File: src/rtl/clk_rst_seq_pkg.sv
// Shared types and helpers for the clock/reset sequencer.
package clk_rst_seq_pkg;

    localparam int STATE_W = 3;

    // Sequencer states; encodings are visible on state_o.
    typedef enum logic [STATE_W-1:0] {
        ST_HOLD    = 3'd0,
        ST_STRETCH = 3'd1,
        ST_RELEASE = 3'd2,
        ST_RUN     = 3'd3,
        ST_SWRST   = 3'd4
    } seq_state_e;

    // Bits needed to hold the values 0..max_val (never less than 1).
    function automatic int cnt_width(input int max_val);
        return (max_val < 1) ? 1 : $clog2(max_val + 1);
    endfunction

endpackage

File: src/rtl/clk_rst_sync.sv
// Reset synchroniser: asserts asynchronously, deasserts after SYNC_STAGES clock edges.
module clk_rst_sync #(
    parameter int SYNC_STAGES = 2
) (
    input  logic clk,
    input  logic reset_n,
    output logic rst_sync_n
);

    logic [SYNC_STAGES-1:0] r_sync;

    // Shift a constant 1 through the chain; any reset_n low clears it at once.
    always_ff @(posedge clk or negedge reset_n) begin
        if (!reset_n) begin
            r_sync <= '0;
        end else begin
            r_sync <= {r_sync[SYNC_STAGES-2:0], 1'b1};
        end
    end

    assign rst_sync_n = r_sync[SYNC_STAGES-1];

endmodule

File: src/rtl/clk_rst_sequencer.sv
// Reset sequencer: synchronise and stretch reset_n, then release FANOUT
// downstream resets one at a time, STAGGER cycles apart, bit 0 first.
//
// Software reset handshake (four-phase, level based):
//   req rises -> (in RUN) ack rises and all outputs reassert;
//   req falls -> ack falls and the stretch/release sequence runs again.
//   req is only acted on in RUN; in other states ack stays 0.
module clk_rst_sequencer
    import clk_rst_seq_pkg::*;
#(
    parameter int FANOUT      = 4,
    parameter int SYNC_STAGES = 2,
    parameter int STRETCH     = 16,
    parameter int STAGGER     = 4
) (
    input  logic              clk,
    input  logic              reset_n,
    input  logic              sw_rst_req,
    output logic              sw_rst_ack,
    output logic [FANOUT-1:0] rst_n_out,
    output logic              rst_done,
    output logic [2:0]        state_o
);

    localparam int CNT_MAX = (STRETCH > STAGGER) ? STRETCH : STAGGER;
    localparam int CNT_W   = cnt_width(CNT_MAX);
    localparam int IDX_W   = cnt_width(FANOUT);

    localparam logic [CNT_W-1:0] STRETCH_LAST = CNT_W'(STRETCH - 1);
    localparam logic [CNT_W-1:0] STAGGER_LAST = CNT_W'(STAGGER - 1);
    localparam logic [IDX_W-1:0] IDX_LAST     = IDX_W'(FANOUT - 1);

    logic              w_rst_sync_n;

    seq_state_e        r_state;
    logic [CNT_W-1:0]  r_cnt;
    logic [IDX_W-1:0]  r_idx;
    logic [FANOUT-1:0] r_rst_n_out;
    logic              r_rst_done;
    logic              r_ack;

    seq_state_e        w_state_nxt;
    logic [CNT_W-1:0]  w_cnt_nxt;
    logic [IDX_W-1:0]  w_idx_nxt;
    logic [FANOUT-1:0] w_rst_n_out_nxt;
    logic              w_rst_done_nxt;
    logic              w_ack_nxt;

    clk_rst_sync #(
        .SYNC_STAGES (SYNC_STAGES)
    ) u_sync (
        .clk        (clk),
        .reset_n    (reset_n),
        .rst_sync_n (w_rst_sync_n)
    );

    // State, counters and registered outputs; reset_n clears everything immediately.
    always_ff @(posedge clk or negedge reset_n) begin
        if (!reset_n) begin
            r_state     <= ST_HOLD;
            r_cnt       <= '0;
            r_idx       <= '0;
            r_rst_n_out <= '0;
            r_rst_done  <= 1'b0;
            r_ack       <= 1'b0;
        end else begin
            r_state     <= w_state_nxt;
            r_cnt       <= w_cnt_nxt;
            r_idx       <= w_idx_nxt;
            r_rst_n_out <= w_rst_n_out_nxt;
            r_rst_done  <= w_rst_done_nxt;
            r_ack       <= w_ack_nxt;
        end
    end

    // Next-state and next-output decode for the release sequence.
    always_comb begin
        w_state_nxt     = r_state;
        w_cnt_nxt       = r_cnt;
        w_idx_nxt       = r_idx;
        w_rst_n_out_nxt = r_rst_n_out;
        w_rst_done_nxt  = r_rst_done;
        w_ack_nxt       = r_ack;

        case (r_state)
            ST_HOLD: begin
                w_cnt_nxt       = '0;
                w_idx_nxt       = '0;
                w_rst_n_out_nxt = '0;
                w_rst_done_nxt  = 1'b0;
                w_ack_nxt       = 1'b0;
                if (w_rst_sync_n) begin
                    w_state_nxt = ST_STRETCH;
                end
            end

            ST_STRETCH: begin
                if (r_cnt == STRETCH_LAST) begin
                    // First output goes out on the same edge that leaves STRETCH.
                    w_state_nxt        = ST_RELEASE;
                    w_cnt_nxt          = '0;
                    w_idx_nxt          = '0;
                    w_rst_n_out_nxt[0] = 1'b1;
                end else begin
                    w_cnt_nxt = r_cnt + CNT_W'(1);
                end
            end

            ST_RELEASE: begin
                if (r_idx == IDX_LAST) begin
                    w_state_nxt    = ST_RUN;
                    w_cnt_nxt      = '0;
                    w_rst_done_nxt = 1'b1;
                end else if (r_cnt == STAGGER_LAST) begin
                    w_cnt_nxt = '0;
                    w_idx_nxt = r_idx + IDX_W'(1);
                    for (int i = 0; i < FANOUT; i++) begin
                        if (IDX_W'(i) == (r_idx + IDX_W'(1))) begin
                            w_rst_n_out_nxt[i] = 1'b1;
                        end
                    end
                end else begin
                    w_cnt_nxt = r_cnt + CNT_W'(1);
                end
            end

            ST_RUN: begin
                if (sw_rst_req) begin
                    w_state_nxt     = ST_SWRST;
                    w_rst_n_out_nxt = '0;
                    w_rst_done_nxt  = 1'b0;
                    w_ack_nxt       = 1'b1;
                end
            end

            ST_SWRST: begin
                if (!sw_rst_req) begin
                    w_state_nxt = ST_STRETCH;
                    w_ack_nxt   = 1'b0;
                    w_cnt_nxt   = '0;
                    w_idx_nxt   = '0;
                end
            end

            default: begin
                // Unused encodings fall back to a full reset hold.
                w_state_nxt     = ST_HOLD;
                w_cnt_nxt       = '0;
                w_idx_nxt       = '0;
                w_rst_n_out_nxt = '0;
                w_rst_done_nxt  = 1'b0;
                w_ack_nxt       = 1'b0;
            end
        endcase
    end

    assign sw_rst_ack = r_ack;
    assign rst_n_out  = r_rst_n_out;
    assign rst_done   = r_rst_done;
    assign state_o    = r_state;

endmodule

File: config.mk
export PLATFORM = sky130hd
export DESIGN_NAME = clk_rst_sequencer
export DESIGN_NICKNAME = d
export VERILOG_FILES = /design/src/rtl/clk_rst_seq_pkg.sv /design/src/rtl/clk_rst_sync.sv /design/src/rtl/clk_rst_sequencer.sv
export SDC_FILE = /design/constraint.sdc
export NUM_CORES = 1
export LEC_CHECK = 0
export CORE_ASPECT_RATIO = 1.4
export CORE_MARGIN = 8
export CORE_UTILIZATION = 57
export CTS_BUF_LIST = sky130_fd_sc_hd__clkbuf_4 sky130_fd_sc_hd__clkbuf_8
export CTS_CLUSTER_DIAMETER = 40
export DETAILED_ROUTE_END_ITERATION = 10
export PLACE_DENSITY = 0.81
export SYNTH_ARGS = -nofsm -noshare
export SYNTH_HDL_FRONTEND = slang
export SYNTH_SLANG_ARGS = --single-unit
export TNS_END_PERCENT = 20
File: constraint.sdc
create_clock -name clk -period 2.06 [get_ports clk]
set_input_delay 0.515 -clock clk [delete_from_list [all_inputs] [get_ports clk]]
set_output_delay 0.515 -clock clk [all_outputs]
set_load 0.02 [all_outputs]
==> impl_metrics.yaml <==
critical_path:
  critPathArrivalTime_ns: 1.50
  path_cells: "clkdlybuf4s50_1"
  r2r_cells: 5
  crit_type: "reg -> out"
  cp.required_ns: 1.54
  crit_path_start_kind: "register"
  cp_top_family: "buffers and inverters"
  r2r_end: "r_idx[0]"
  regToRegSetupSlack_ns: 0.10
  end_kind: "output pin"
  crit_buf_inv: 1
  r2r-start: "r_cnt[0]"
  critPathMaxFanout: 9
  slowest_delay_ns: 0.67
  cpMaxStageDelayCell: "clkdlybuf4s50_1"
synthesis:
  synth_most_common_cell: "dfrtp_1"
  yosys_register_bits: 19
  synth_area_leader_cell: "dfrtp_1"
  synth.avg_cell_area_um2: 10.5
  yosysSeqAreaShare: 0.449
  synth_top_family_by_area: "compound AO/OA/AOI/OAI gates"
  synth_fa_ha_area_frac: 0.106
  synth_compound_area_frac: 0.228
  synth-simple-area-share: 0.154
  yosysTopAreaCellShare: 0.449
  yosysWarnings: 0
  syn_nets: 113
  synth_cells: 101
  synth.area.mux_share: 0.0142
  synth-xor-area-share: 0
  ys_top_cells_by_area: "dfrtp_1 45%, ha_1 11%, a22o_2 2.8%"
  async_flop_share: 1.00
  netlist_top_cells_count: "19 x dfrtp_1, 9 x ha_1, 8 x inv_1"
  synth_edf_count: 0
  ys.flop_type: "dfrtp_1"
  ys_types: 38
  syn_area_um2: 1060
clock_tree:
  cts_resized: 0
  clock_sinks: 19
  cts_buffers: 3
  post_cts_buffers: 0
  insertion_delay_ns: 0.28
  cts_tree: "yes"
  postCtsHoldBufs: 0
  h-tree-depth: 1
  cts.clk_slew.worst_paths_ns: 0.11
  cts_buffer_depth: 2
  cts_root_buf: "clkbuf_4"
grt:
  antenna_found_initial: 0
  grtUsageTotal: 0.130
  grt_pass1_wl_um: 3620
  grt_pass1_vias: 861
  grt-ovfl-total: 0
  grt_max_degree: 20
placed_design:
  postPlaceCellArea_um2: 1210
  dp_hpwl_um: 1610
  io_buffers: 11
  place_congestion: 0.877
drt:
  vias_per_cell: 5.97
  avgRoutedWirePerCell_um: 14.9
  drt_first_pass_iters: 4
  first_iter_violations: 21
  vias: 812
  drc: 0
  antenna_left: 0
  routed_wl_um: 2030
die:
  dieWidth_um: 52.4
  die_h_um: 67.0
  num_rows: 18
  initial_utilization: 0.603
  ios: 12
  fp.dieArea_um2: 3510
  core_um2: 1760
final_layout:
  fin_nets: 129
  fin_area_um2: 1240
  area_delta_synth_final_pct: 17.5
  diodes: 0
  layout-drive-gt1-share: 0.164
pwr:
  p_switching_mw: 0.469
  p_sw_frac: 0.382
  peakVddDrop_v: 0.000668
  power_density_nw_per_um2: 987
  p_leak_nw: 0.580
  p_comb_frac: 0.412
  p_seq_frac: 0.441
  clkPwrFrac: 0.147
  cellInternalPower_mw: 0.759
run:
  maxCapViolations: 0
timing:
  rsz0062_at_grt: "yes"
  finalSetupTns_ns: 0
  fin_crit_sh: 0.977
  final-setup-viol-count: 0
  worst_pin_slew_ns: 0.568
  slew_violations: 0
  fin_crit_ns: 2.01
  hold_viol: 0
  finalClockSkew_ns: 0.00377
  slew_headroom: 0.617
  fmax_mhz: 497
worst_hold_path:
  worstHoldStart: "u_sync.r_sync[0]"
  hold-path-cell-count: 0
  min_to: "u_sync.r_sync[1]"
  min_path_type: "reg -> reg"
status:
  status: "completed"
[kinds of logic (layout without fill, tap and decap cells)]
logic type,after synthesis,in the layout
buffers and inverters,12,27
AND/OR/NAND/NOR,28,28
multiplexers,1,1
adder cells (fa/ha/maj),9,9
AO/OA/AOI/OAI,31,31
other,1,1
flip-flops,19,19
[cell type report]
| class | instances | area, um2 |
|---|---|---|
| fillers | 139 | 513 |
| clock inverters | 1 | 5.00 |
| repair buffers | 15 | 140 |
| clock buffers | 3 | 22.5 |
| multi-input cells | 70 | 544 |
| inverters | 8 | 30.0 |
| well taps | 20 | 25.0 |
| flip-flops and latches | 19 | 477 |
[power by group through the flow]
stage          clock [mW]  combinational (mW)  sequential [mW]
5_1_grt             0.210               0.568            0.557
2_1_floorplan           0               0.355            0.541
6_report            0.180               0.505            0.542
3_5_place_dp            0               0.510            0.544
4_1_cts             0.190               0.511            0.537
3_3_place_gp            0               0.493            0.536
[metrics by stage]
stage	hold WS (ns)	std cells	power (mW)	util	setup slack, ns
floorplan	0.219	101	0.897	-	0.324
global placement	0.343	132	1.03	0.687	0.139
detailed placement	0.343	132	1.05	0.687	0.0594
CTS	0.370	136	1.24	0.702	0.0446
global route	0.384	136	1.34	0.708	-0.0190
finish	0.365	136	1.23	0.708	0.0480
[worst max-delay path by stage]
| stage | to | cells past startpoint | slack (ns) | startpoint |
|---|---|---|---|---|
| after global placement | rst_done | 5 | 0.14 | sw_rst_req |
| final | state_o[2] | 1 | 0.05 | state_o[2] |
| after global routing | state_o[2] | 1 | -0.02 | state_o[2] |
| after CTS | state_o[0] | 1 | 0.04 | state_o[0] |
| after floorplan | r_idx[0] | 6 | 0.32 | r_cnt[0] |
| after detailed placement | rst_done | 5 | 0.06 | sw_rst_req |
[layer usage]
layer  vias to the layer above  routed length (um)  track usage
met2                        11                1090        0.246
met1                       404                 866        0.135
met4                         0                  11       0.0455
met3                         2                  60       0.0245
met5                         -                   0            0
li1                        395                   -            -
[cells in the final DEF (no fill, tap or decap), drive strengths merged, types with 2 or more instances in the layout]
cell type / n
a21o: 2
a21oi: 2
a22o: 4
a22oi: 4
a32o: 3
a32oi: 2
and2b: 2
buf: 4
clkbuf: 3
clkdlybuf4s50: 11
dfrtp: 19
ha: 9
inv: 8
nand2: 6
nand2b: 2
nand3: 2
nor2: 6
nor2b: 2
nor3b: 2
o21ai: 7
o22ai: 2
[registers in the layout (all words and copies together) (netlist names)]
signal / cells
r_cnt: 5
sw_rst_ack: 1
state_o: 3
rst_done: 1
u_sync.r_sync: 2
r_idx: 3
rst_n_out: 4
Note: power is estimated with default switching activity, not from simulation.
